--- src/rtl/mcycle_cpu.sv ---
// Multi-cycle CPU core: IDLE/FETCHA/FETCHB/EXECA/EXECB sequencer, PC, register file, ALU with C/Z flags.
// Optional performance counters are compiled in when CPU_PERF_EN is defined.
module mcycle_cpu #(
    parameter int DW   = 8,
    parameter int AW   = 8,
    parameter int NREG = 8
) (
    input  logic          clk,
    input  logic          rst,
    input  logic          run,
    input  logic          halt,
    output logic [AW-1:0] mem_addr,
    output logic          mem_rd,
    output logic          mem_wr,
    output logic [DW-1:0] mem_wdata,
    input  logic [DW-1:0] mem_rdata,
    input  logic          mem_ready,
    output logic [2:0]    state,
    output logic [AW-1:0] pc_out,
    output logic          cflag,
    output logic          zflag,
    input  logic [2:0]    dbg_sel,
    output logic [DW-1:0] dbg_data
`ifdef CPU_PERF_EN
    ,
    output logic [31:0]   perf_retired,
    output logic [31:0]   perf_wait
`endif
);

    localparam logic [2:0] S_IDLE   = 3'd0;
    localparam logic [2:0] S_FETCHA = 3'd1;
    localparam logic [2:0] S_FETCHB = 3'd2;
    localparam logic [2:0] S_EXECA  = 3'd3;
    localparam logic [2:0] S_EXECB  = 3'd4;

    localparam logic [4:0] OP_NOP = 5'b00000;
    localparam logic [4:0] OP_MOV = 5'b00001;
    localparam logic [4:0] OP_ADD = 5'b00100;
    localparam logic [4:0] OP_SUB = 5'b00101;
    localparam logic [4:0] OP_AND = 5'b00110;
    localparam logic [4:0] OP_OR  = 5'b00111;
    localparam logic [4:0] OP_LD  = 5'b01000;
    localparam logic [4:0] OP_LDI = 5'b01010;
    localparam logic [4:0] OP_ST  = 5'b01100;
    localparam logic [4:0] OP_STS = 5'b01101;
    localparam logic [4:0] OP_JMP = 5'b10000;
    localparam logic [4:0] OP_JZ  = 5'b10001;
    localparam logic [4:0] OP_JC  = 5'b10010;
    localparam logic [4:0] OP_HLT = 5'b11111;

    logic [2:0]    state_q;
    logic [AW-1:0] pc_q;
    logic [DW-1:0] opcode_q, operand_q, res_q;
    logic          c_q, z_q, c_new_q, z_new_q, halt_req_q;
    logic [DW-1:0] rf [NREG];

    logic [4:0]    op;
    logic [2:0]    rc, ra, rb;
    logic [DW-1:0] ra_val, rb_val, rc_val;
    logic [DW:0]   alu_out;
    logic          is_mem, writes_reg, sets_flags;

    // Returns {carry/borrow, result}; result is truncated to DW.
    function automatic logic [DW:0] alu_fn(input logic [4:0] f, input logic [DW-1:0] a,
                                           input logic [DW-1:0] b, input logic [DW-1:0] imm);
        case (f)
            OP_ADD:  return {1'b0, a} + {1'b0, b};
            OP_SUB:  return {1'b0, a} - {1'b0, b};
            OP_AND:  return {1'b0, a & b};
            OP_OR:   return {1'b0, a | b};
            OP_MOV:  return {1'b0, a};
            OP_LDI:  return {1'b0, imm};
            default: return '0;
        endcase
    endfunction

    function automatic logic [AW-1:0] to_addr(input logic [DW-1:0] d);
        return AW'(d);
    endfunction

    assign op = opcode_q[DW-1:DW-5];
    assign rc = opcode_q[2:0];
    assign ra = operand_q[DW-1:DW-3];
    assign rb = operand_q[DW-4:DW-6];

    assign ra_val   = (int'(ra) < NREG) ? rf[ra] : '0;
    assign rb_val   = (int'(rb) < NREG) ? rf[rb] : '0;
    assign rc_val   = (int'(rc) < NREG) ? rf[rc] : '0;
    assign dbg_data = (int'(dbg_sel) < NREG) ? rf[dbg_sel] : '0;

    assign alu_out    = alu_fn(op, ra_val, rb_val, operand_q);
    assign is_mem     = (op == OP_LD) || (op == OP_ST) || (op == OP_STS);
    assign sets_flags = (op == OP_ADD) || (op == OP_SUB) || (op == OP_AND) || (op == OP_OR);
    assign writes_reg = sets_flags || (op == OP_MOV) || (op == OP_LDI) || (op == OP_LD);

    assign state  = state_q;
    assign pc_out = pc_q;
    assign cflag  = c_q;
    assign zflag  = z_q;

    // Strobes decode straight from state so reset drops them in the same cycle.
    always_comb begin
        mem_rd    = 1'b0;
        mem_wr    = 1'b0;
        mem_addr  = pc_q;
        mem_wdata = rc_val;
        case (state_q)
            S_FETCHA, S_FETCHB: mem_rd = 1'b1;
            S_EXECA: begin
                if (op == OP_LD) begin
                    mem_rd   = 1'b1;
                    mem_addr = to_addr(ra_val);
                end else if (op == OP_ST) begin
                    mem_wr   = 1'b1;
                    mem_addr = to_addr(ra_val);
                end else if (op == OP_STS) begin
                    mem_wr   = 1'b1;
                    mem_addr = to_addr(operand_q);
                end
            end
            default: ;
        endcase
    end

    always_ff @(posedge clk or posedge rst) begin
        if (rst) begin
            state_q    <= S_IDLE;
            pc_q       <= '0;
            opcode_q   <= '0;
            operand_q  <= '0;
            res_q      <= '0;
            c_q        <= 1'b0;
            z_q        <= 1'b0;
            c_new_q    <= 1'b0;
            z_new_q    <= 1'b0;
            halt_req_q <= 1'b0;
            for (int i = 0; i < NREG; i++) rf[i] <= '0;
        end else begin
            if (state_q != S_IDLE) halt_req_q <= halt_req_q | halt;
            case (state_q)
                S_IDLE: if (run && !halt) state_q <= S_FETCHA;
                S_FETCHA: if (mem_ready) begin
                    opcode_q <= mem_rdata;
                    pc_q     <= pc_q + AW'(1);
                    state_q  <= S_FETCHB;
                end
                S_FETCHB: if (mem_ready) begin
                    operand_q <= mem_rdata;
                    pc_q      <= pc_q + AW'(1);
                    state_q   <= S_EXECA;
                end
                S_EXECA: if (!is_mem || mem_ready) begin
                    res_q   <= (op == OP_LD) ? mem_rdata : alu_out[DW-1:0];
                    c_new_q <= alu_out[DW];
                    z_new_q <= (alu_out[DW-1:0] == '0);
                    state_q <= S_EXECB;
                end
                S_EXECB: begin
                    if (writes_reg && int'(rc) < NREG) rf[rc] <= res_q;
                    if (sets_flags) begin
                        c_q <= c_new_q;
                        z_q <= z_new_q;
                    end
                    if ((op == OP_JMP) || (op == OP_JZ && z_q) || (op == OP_JC && c_q))
                        pc_q <= to_addr(operand_q);
                    if (halt_req_q || halt || op == OP_HLT) begin
                        state_q    <= S_IDLE;
                        halt_req_q <= 1'b0;
                    end else begin
                        state_q <= S_FETCHA;
                    end
                end
                default: state_q <= S_IDLE;
            endcase
        end
    end

`ifdef CPU_PERF_EN
    always_ff @(posedge clk or posedge rst) begin
        if (rst) begin
            perf_retired <= '0;
            perf_wait    <= '0;
        end else begin
            if (state_q == S_EXECB) perf_retired <= perf_retired + 32'd1;
            if ((mem_rd || mem_wr) && !mem_ready) perf_wait <= perf_wait + 32'd1;
        end
    end
`endif

endmodule

--- config.mk ---
export PLATFORM = sky130hd
export DESIGN_NAME = mcycle_cpu
export DESIGN_NICKNAME = d
export VERILOG_FILES = /design/src/rtl/mcycle_cpu.sv
export SDC_FILE = /design/constraint.sdc
export NUM_CORES = 1
export LEC_CHECK = 0
export BUFFER_PORTS_ARGS = -buffer_cell sky130_fd_sc_hd__buf_4
export CORE_ASPECT_RATIO = 1.25
export CORE_MARGIN = 5
export CORE_UTILIZATION = 60
export DETAILED_ROUTE_END_ITERATION = 12
export GPL_TIMING_DRIVEN = 0
export HOLD_SLACK_MARGIN = 0.12
export MAX_ROUTING_LAYER = met4
export PLACE_DENSITY = 0.8
export SYNTH_ARGS = -nofsm -noshare
export SYNTH_HDL_FRONTEND = slang
export SYNTH_SLANG_ARGS = --single-unit
--- constraint.sdc ---
create_clock -name clk -period 4.57 [get_ports clk]
set_input_delay 1.1425 -clock clk [delete_from_list [all_inputs] [get_ports clk]]
set_output_delay 1.1425 -clock clk [all_outputs]
set_load 0.005 [all_outputs]
==> metrics.txt, run 1 <==
# DRC=0; f_max=226.0 MHz; PortBufs=51; final setup vio count=0; reg2reg path depth=13; area leader, netlist=dfrtp_1; Synth Flop Type=dfrtp_1; Core Box Area=12050 um2; Distinct cells, synth=62; Power per Cell Area=776.6 nW/um2; Tmin final=4.424 ns; Final Hold Viols=0; die height=133.4 um; synth warn=0; HP Class=reg2reg; Diodes inserted=0; CP required=4.84 ns; hold endpoint=zflag$_DFFE_PP0P_; final instance area=8225 um2; Slew @ Worst Pin=1.091 ns; number of cells on the worst hold path=2; syn_area_per_cell=10.66 um2; crit end category=flop; synthesis-to-finish area growth=12.45%; synth top area cells=dfrtp_1, mux4_2, mux2_2; Antenna Violating Nets Remaining=0; clock sinks=104; WP data arrival=4.69 ns; nets@finish=777; Via-to-Cell Ratio=7.075; CP Class=reg2reg; critical path peak fanout=10; overall power=0.006388 W; Clk Latency, worst-skew pair=0.35 ns; register area=2603 um2; Synth Instances=686; Post-synth EDFFs=0; Die ar.=14510 um2; all-layer global routing usage=0.3391; Cell Rows=45; status=completed; pin count of the biggest net entering global routing=63; share of the synthesized area in the top cell type=0.3558; setup tns final=0 ns; first-pass GRT wire length=36.05 mm; CTS Root Cell=clkbuf_16; clock tree buffer depth=2; CP Launch Type=flop; synthesized flop and latch total=104; period utilization=0.9680; slack of the worst reg-to-reg path=0.15 ns; LEAKAGE=3.683 nW; number of CTS-inserted buffers=9; drt wl/cell=25.65 um; Worst Min Path Start=zflag$_DFFE_PP0P_; I/O pin count=55; Critical R2R Launch=operand_q[3]$_DFFE_PP0P_; commonest non-fill, non-tap cell in the layout=dfrtp_1; 1st-iter DRT viols=915; DP Wirelength=16.74 mm; register area share after synthesis=0.3558; Async S/R FF share, synth=1.000; CTS clk-pin slew, worst paths=0.07 ns; placed cell area=7933 um2; H-Tree Depth=3; Die X=108.8 um; multi-input logic area=4434 um2; vias in the first global route=6472; share of cells above drive strength 1=0.2656; hold buffers post-CTS=0; Post-CTS Setup Inserts=0; most frequent cells in the layout=dfrtp_1, mux2_2, buf_4; drt first pass iters=7; WL final=23.52 mm; Initial Utilization=0.6071; initial antenna violation count=0; synthesized area=7315 um2; number of fillers in the final layout=987; CTS tree=built; skew final=0.009748 ns; Mapped Nets=715; VDD IR max=0.0004265 V; Max-Slew Margin vs Limit=0.2714; Max-Cap Viols=0; gp weighted congestion=0.9832; cell count after placement=902; DR vias=6488; RR Endpoint=z_new_q$_DFFE_PP0P_; Non-Filler Instances=917; Layout Utilization=0.6827; GRT overflow=0; fin. max-slew vios=0
==> Yosys cell counts, types with 4 or more instances <==
| master | n |
|---|---|
| ha_1 | 12 |
| nand3_1 | 13 |
| and3_1 | 6 |
| mux2_2 | 62 |
| mux2_1 | 32 |
| xnor2_1 | 4 |
| o21ai_0 | 38 |
| buf_1 | 5 |
| xor2_1 | 7 |
| mux4_2 | 35 |
| nor2b_1 | 8 |
| a22oi_1 | 21 |
| o21ai_1 | 7 |
| o22a_1 | 4 |
| nor3_1 | 6 |
| nand2b_1 | 6 |
| nand2_1 | 38 |
| a21oi_1 | 34 |
| buf_2 | 10 |
| nor2_1 | 46 |
| a31oi_1 | 9 |
| dfrtp_1 | 104 |
| clkbuf_1 | 26 |
| nor3b_1 | 6 |
| a221oi_1 | 9 |
| mux2i_1 | 36 |
| o22ai_1 | 16 |
| a211oi_1 | 7 |
| mux2_4 | 8 |
| a22o_1 | 4 |
| inv_1 | 22 |
==> area by class of cell <==
type,instances,area share
Multi-Input combinational cell,514,0.5391
Sequential cell,104,0.3164
Timing Repair Buffer,52,0.04989
Clock buffer,11,0.02829
Buffer,44,0.02571
Tap cell,164,0.02495
Inverter,23,0.01080
Clock inverter,5,0.004868
==> worst max-delay path, stage by stage, from the launching register on <==
cell,delay (ns)
dfrtp_1,0.57
buf_2,0.33
nor2_1,0.50
a22oi_1,0.13
o21ai_1,0.30
ha_1,0.32
a21oi_1,0.26
ha_1,0.29
nor2b_1,0.14
o31ai_1,0.45
o21ai_0,0.30
nor4_2,0.49
nand3_1,0.12
o22ai_1,0.13
==> sequential cells by signal (all words and copies together) (netlist names) <==
signal and count:
operand_q 8, zflag 1, rf 64, opcode_q 8
c_new_q 1, z_new_q 1, res_q 8, state 3
cflag 1, halt_req_q 1, pc_out 8
==> how the worst max path moves through the flow <==
stage	slack [ns]	to	start
after floorplan	0.58	dbg_data[0]	dbg_sel[0]
after global placement	-0.42	rf[27]$_DFFE_PP0P_	rst
after detailed placement	-0.13	z_new_q$_DFFE_PP0P_	operand_q[3]$_DFFE_PP0P_
after CTS	0.03	z_new_q$_DFFE_PP0P_	operand_q[2]$_DFFE_PP0P_
after global routing	-0.03	z_new_q$_DFFE_PP0P_	operand_q[5]$_DFFE_PP0P_
final	0.15	z_new_q$_DFFE_PP0P_	operand_q[3]$_DFFE_PP0P_
==> layer usage <==
| metal | GRT usage | wire (um) | vias up |
|---|---|---|---|
| li1 | - | - | 2716 |
| met1 | 0.4036 | 8439 | 3153 |
| met2 | 0.5402 | 11350 | 483 |
| met3 | 0.04847 | 2177 | 136 |
| met4 | 0.2077 | 1556 | 0 |
| met5 | - | 0 | - |
==> power breakdown <==
part | switching [W] | internal, W | total (W)
Combinational | 0.00217 | 0.00169 | 0.00386
Sequential | 0.000519 | 0.00126 | 0.00178
Clock | 0.000372 | 0.000376 | 0.000748
Total | 0.00306 | 0.00333 | 0.00639
==> logic make-up (layout without fill, tap and decap cells) <==
| logic type | count (synthesis) | in the layout | synth area share |
|---|---|---|---|
| XOR/XNOR | 11 | 11 | 0.01317 |
| multiplexers | 173 | 173 | 0.3182 |
| AND/OR/NAND/NOR | 154 | 154 | 0.1076 |
| adder cells (fa/ha/maj) | 13 | 13 | 0.02326 |
| AO/OA/AOI/OAI | 163 | 163 | 0.1418 |
| buffers and inverters | 68 | 135 | 0.04020 |
| flip-flops | 104 | 104 | 0.3558 |
==> through the flow <==
stage	hold slack [ns]	setup slack (ns)
after floorplan	0.4740	0.5787
after global placement	0.4907	-0.4244
after detailed placement	0.5066	-0.1310
after CTS	0.5229	0.02934
after global routing	0.5484	-0.03413
final	0.5220	0.1462
==> timing repair <==
action | CTS | global route
setup endpoints to repair | 9 | 2
hold endpoints to repair | 0 | 0
resized for setup | 2 | 4
Power figures use the tool's default switching activity.
==> run 2, diff against run 1 <==
- REMOVE_ABC_BUFFERS: not set -> 1
==> run 2 against run 1 <==
  * Die area is the same
  * Fmax down 0.69%
  * Cell count is 4.3% lower
  * Sequential power rose by 15%
  * Total power is 3.3% lower
  * Via count fell by 6.8%
  * Sequential share of layout area grew 0.61 points
  * Routed wire length shrank 12%
  * Largest cell class unchanged
  * Highest routed layer unchanged
==> metrics.txt, run 2 (same netlist as run 1, synthesis figures left out) <==
status=completed; clock sinks=104; die height=133.4 um; nets@finish=738; Initial Utilization=0.6071; Antenna Violating Nets Remaining=0; 1st-iter DRT viols=457; critical path launch point=operand_q[5]$_DFFE_PP0P_; initial antenna violation count=0; gp weighted congestion=0.9971; Slew @ Worst Pin=1.370 ns; all-layer global routing usage=0.3033; CP Class=reg2reg; CP top delay family=compound AO/OA/AOI/OAI gates; CP required=4.84 ns; setup tns final=0 ns; drt wl/cell=23.66 um; drt first pass iters=5; commonest non-fill, non-tap cell in the layout=dfrtp_1; period utilization=0.9747; WP data arrival=4.72 ns; Diodes inserted=0; DR vias=6047; CTS clk-pin slew, worst paths=0.07 ns; CTS Root Cell=clkbuf_16; Tmin final=4.454 ns; pin count of the biggest net entering global routing=67; Core Box Area=12050 um2; share of cells above drive strength 1=0.2717; f_max=224.5 MHz; skew final=0.008062 ns; slowest cell on the critical path=dfrtp_2; most frequent cells in the layout=dfrtp_1, mux2_2, buf_4; # DRC=0; crit end category=flop; reg2reg path depth=12; Critical Path End=z_new_q$_DFFE_PP0P_; cell count after placement=861; clock network power share=0.132; HP Class=reg2reg; Critical R2R Launch=operand_q[5]$_DFFE_PP0P_; max reg flops=64; Sw Share=0.4634; critical path peak fanout=28; Non-Filler Instances=878; Power per Cell Area=763.4 nW/um2; Largest Register=rf; H-Tree Depth=3; Via-to-Cell Ratio=6.887; critical path, cell by cell=mux4_2 > o21ai_0 > ha_1 > inv_1 > fa_1 > nand3_1 > a21boi_0 > o22ai_1 > xnor2_1 > a221oi_1 > nand3_1 > o22ai_1; first-pass GRT wire length=33.00 mm; Die ar.=14510 um2; PortBufs=54; number of CTS-inserted buffers=9; hold buffers post-CTS=0; LEAKAGE=3.629 nW; RR Endpoint=z_new_q$_DFFE_PP0P_; Final Hold Viols=0; Die X=108.8 um; VDD IR max=0.0005199 V; Buf+Inv Stages, Crit Path=1; CP Launch Type=flop; Clk Latency, worst-skew pair=0.36 ns; Cell Rows=45; I/O pin count=55; Psw=0.002862 W; CTS tree=built; clock tree buffer depth=2; Pint=0.003314 W; Max-Slew Margin vs Limit=0.08657; WL final=20.77 mm; Seq pwr share=0.332; power share of the combinational group=0.536; Crit path depth=12; slack of the worst reg-to-reg path=0.12 ns; synthesis-to-finish area growth=10.59%; vias in the first global route=6121; final setup vio count=0; GRT overflow=0; fin. max-slew vios=0; DP Wirelength=14.38 mm; Max-Cap Viols=0; CP peak stage delay=0.92 ns
## run 2: cell count changes in the layout (fill, tap and decap cells not counted), sizes merged
cell           before  now
clkdlybuf4s15       1    0
clkinvlp            2    0
clkbuf             36    9
clkinv              1    4
bufinv              0    1
buf                70   57
## run 2: layout make-up
cell class | count | area [um2]
Inverter | 23 | 88.84
Multi-Input combinational cell | 514 | 4427
Clock buffer | 9 | 225.2
Timing Repair Buffer | 57 | 455.4
Fill cell | 940 | 3960
Sequential cell | 104 | 2609
Tap cell | 164 | 205.2
Clock inverter | 7 | 78.83
## run 2: per-stage QoR
step	worst slack [ns]	instance area, um2	total power, W	utilization	hold slack, ns
floorplan	0.6921	7107	0.004148	-	0.4740
global placement	-0.3784	7717	0.005084	0.6405	0.5031
detailed placement	-0.3746	7761	0.005249	0.6441	0.5110
CTS	0.04085	8068	0.006074	0.6696	0.5274
global route	-0.02293	8089	0.006569	0.6713	0.5559
finish	0.1155	8089	0.006175	0.6713	0.5164
## run 2: worst reg2reg max path, stage by stage, from the launching register on
cell	delay, ns
dfrtp_2	0.92
mux4_2	0.62
o21ai_0	0.55
ha_1	0.29
inv_1	0.06
fa_1	0.41
nand3_1	0.12
a21boi_0	0.11
o22ai_1	0.23
xnor2_1	0.10
a221oi_1	0.62
nand3_1	0.19
o22ai_1	0.16
## run 2: power groups by stage
stage	Combinational, W	Sequential [W]	Clock [W]
floorplan	0.00237	0.00178	0
global placement	0.00308	0.00200	0
detailed placement	0.00320	0.00205	0
CTS	0.00322	0.00204	0.000819
global route	0.00360	0.00212	0.000854
finish	0.00331	0.00205	0.000816
## run 2: worst min-delay path by stage
stage / from / end / depth (start not counted)
floorplan: c_new_q$_DFFE_PP0P_ / cflag$_DFFE_PP0P_ / 1
global placement: zflag$_DFFE_PP0P_ / zflag$_DFFE_PP0P_ / 2
detailed placement: c_new_q$_DFFE_PP0P_ / cflag$_DFFE_PP0P_ / 1
CTS: c_new_q$_DFFE_PP0P_ / cflag$_DFFE_PP0P_ / 1
global route: zflag$_DFFE_PP0P_ / zflag$_DFFE_PP0P_ / 2
finish: c_new_q$_DFFE_PP0P_ / cflag$_DFFE_PP0P_ / 1
## run 2: routing by layer
| layer | part of all wire | track usage |
|---|---|---|
| met1 | 0.37 | 0.3757 |
| met2 | 0.50 | 0.4924 |
| met3 | 0.089 | 0.03684 |
| met4 | 0.044 | 0.1439 |
| met5 | 0 | - |
## run 2: repair_timing
action                                  in CTS  in global routing
setup buffers                                0                  1
endpoints found under the setup margin       5                  4
pin swaps                                    0                  0
hold endpoints to repair                     0                  0
gates resized for setup                      2                  3
==> run 3, diff against run 2 <==
- ABC_AREA: not set -> 1
- PLACE_DENSITY: 0.8 -> 0.79
==> run 3 against run 2 <==
  * Worst hold slack worse by 0.025 ns
  * Synthesized cell count up 66%
  * Non-clock buffer count down 2
  * Routed wire length up 20%
  * Via count up 34%
  * Highest routed layer unchanged
  * Area after synthesis up 4.7%
  * Clock skew up 0.0011 ns
  * Global-route usage up 3.6 points
  * Critical path type is now reg2out
==> metrics.txt, run 3 <==
Async S/R FF share, synth=1.000; LEAKAGE=4.045 nW; Power per Cell Area=796.9 nW/um2; final worst setup slack=0.07755 ns; setup tns final=0 ns; Synth Instances=1137; DP Wirelength=16.54 mm; share of cells above drive strength 1=0.1067; post-synthesis adder-cell area fraction=0.02223; # DRC=0; Layout Utilization=0.6612; post-synthesis simple-gate area fraction=0.2759; mux share of post-synthesis cell area=0.002942; Post-synth EDFFs=0; largest family of logic cells by synthesized area=simple AND/OR/NAND/NOR gates; PortBufs=54; Initial Utilization=0.6074; Distinct cells, synth=42; Via-to-Cell Ratio=6.124; drt wl/cell=18.85 um; period utilization=0.9830; clock tree buffer depth=2; Place WS=-0.07295 ns; Tmin final=4.492 ns; CP Class=reg2out; Die X=111.0 um; final instance area=8334 um2; top cells by count, synth=nand2_1, o21ai_0, inv_1; most frequent cells in the layout=nand2_1, o21ai_0, inv_1; number of CTS-inserted buffers=9; clock sinks=104; fin. max-slew vios=0; Synth Area in Compound Gates=0.2486; Max-Slew Margin vs Limit=0.2130; share of the synthesized area in the top cell type=0.3399; skew final=0.009199 ns; max reg flops=64; Antenna Violating Nets Remaining=0; vias in the first global route=7609; nets@finish=1177; synthesized flop and latch total=104; Post-CTS Setup Inserts=0; WL final=24.90 mm; die height=136.3 um; final setup vio count=0; commonest non-fill, non-tap cell in the layout=nand2_1; WP data arrival=3.35 ns; syn_area_per_cell=6.734 um2; gp weighted congestion=1.004; placed cell area=8000 um2; Core Box Area=12600 um2; first-pass GRT wire length=39.65 mm; pin count of the biggest net entering global routing=66; Final Hold Viols=0; CTS tree=built; Synth Flop Type=dfrtp_1; Clk Latency, worst-skew pair=0.36 ns; RSZ-0062 raised after global routing=no; crit end category=output pin; GRT overflow=0; status=completed; drt first pass iters=5; I/O pin count=55; initial antenna violation count=0; Slew @ Worst Pin=1.176 ns; Max-Cap Viols=0; area leader, netlist=dfrtp_1; synth top area cells=dfrtp_1, nand2_1, o21ai_0; register area share after synthesis=0.3399; Cell Rows=46; 1st-iter DRT viols=855; synthesis-to-finish area growth=8.858%; Synth Area in XOR/XNOR=0.008008; DR vias=8090; hold buffers post-CTS=0; CTS clk-pin slew, worst paths=0.08 ns; Diodes inserted=0; VDD IR max=0.0004721 V; synthesized area=7656 um2; H-Tree Depth=3; final hold slack=0.4912 ns; f_max=222.6 MHz; Largest Register=rf; critical path peak fanout=25; number of fillers in the final layout=1143; HP Class=reg2reg; all-layer global routing usage=0.3393; Die ar.=15130 um2; synth warn=0; CTS Root Cell=clkbuf_16; count leader, synth=nand2_1; CP required=3.43 ns; CP Launch Type=flop
[run 3: metal layers]
| metal | global-route usage | routed length (um) |
|---|---|---|
| met1 | 0.4184 | 9566 |
| met2 | 0.5169 | 11090 |
| met3 | 0.06768 | 2673 |
| met4 | 0.2076 | 1572 |
| met5 | - | 0 |
[run 3: kinds of logic after synthesis]
kind of cell / count (synthesis)
and+or+nand+nor: 482
buffers and inverters: 183
muxes: 2
adders and majority gates: 13
xor gates and xnor gates: 7
DFF: 104
AOI/OAI and AO/OA: 346
[run 3: worst paths after layout]
| path | start | to | slack [ns] | depth (start not counted) |
|---|---|---|---|---|
| max reg2reg | operand_q[4]$_DFFE_PP0P_ | z_new_q$_DFFE_PP0P_ | 0.22 | 19 |
| min | c_new_q$_DFFE_PP0P_ | c_new_q$_DFFE_PP0P_ | 0.49 | 2 |
| min in group asynchronous | rst | opcode_q[3]$_DFFE_PP0P_ | 0.83 | 2 |
| max | operand_q[6]$_DFFE_PP0P_ | mem_addr[3] | 0.08 | 9 |
| max in group asynchronous | rst | rf[47]$_DFFE_PP0P_ | 3.00 | 3 |
| min reg2reg | c_new_q$_DFFE_PP0P_ | c_new_q$_DFFE_PP0P_ | 0.49 | 2 |
[run 3: where the power goes]
group	switching [W]	internal, W	leakage, nW	total (W)
clock network	0.000406	0.000439	0.151	0.000844
registers	0.000629	0.00124	1.38	0.00187
logic	0.00250	0.00143	2.51	0.00393
[run 3: timing repair]
item | in CTS | in global routing
endpoints found under the setup margin | 10 | 13
hold endpoints to repair | 0 | 0
gates resized for setup | 3 | 5
[run 3: final cells by class]
class | count | area, um2 | share of cell area
timing repair buffer | 55 | 432.9 | 0.05194
inverter | 128 | 490.5 | 0.05885
clock buffer | 9 | 225.2 | 0.02702
sequential | 104 | 2613 | 0.3135
multi-input combinational | 850 | 4272 | 0.5125
clock inverter | 7 | 91.34 | 0.01096
tap | 168 | 210.2 | 0.02522
[run 3: metrics by stage]
step                      total power (W)  instances
final                            0.006641       1321
after global routing             0.007175       1321
after CTS                        0.006528       1321
after detailed placement         0.005668       1305
after global placement           0.005596       1304
after floorplan                  0.004414       1082
[run 3: critical path, stage by stage (launching register included)]
cell and delay (ns):
dfrtp_1 1.08, inv_1 0.63, a21oi_1 0.24, o21ai_0 0.11, nand3_1 0.07, o21ai_0 0.27, inv_1 0.20, o22ai_1 0.10
a22oi_1 0.16, buf_4 0.13
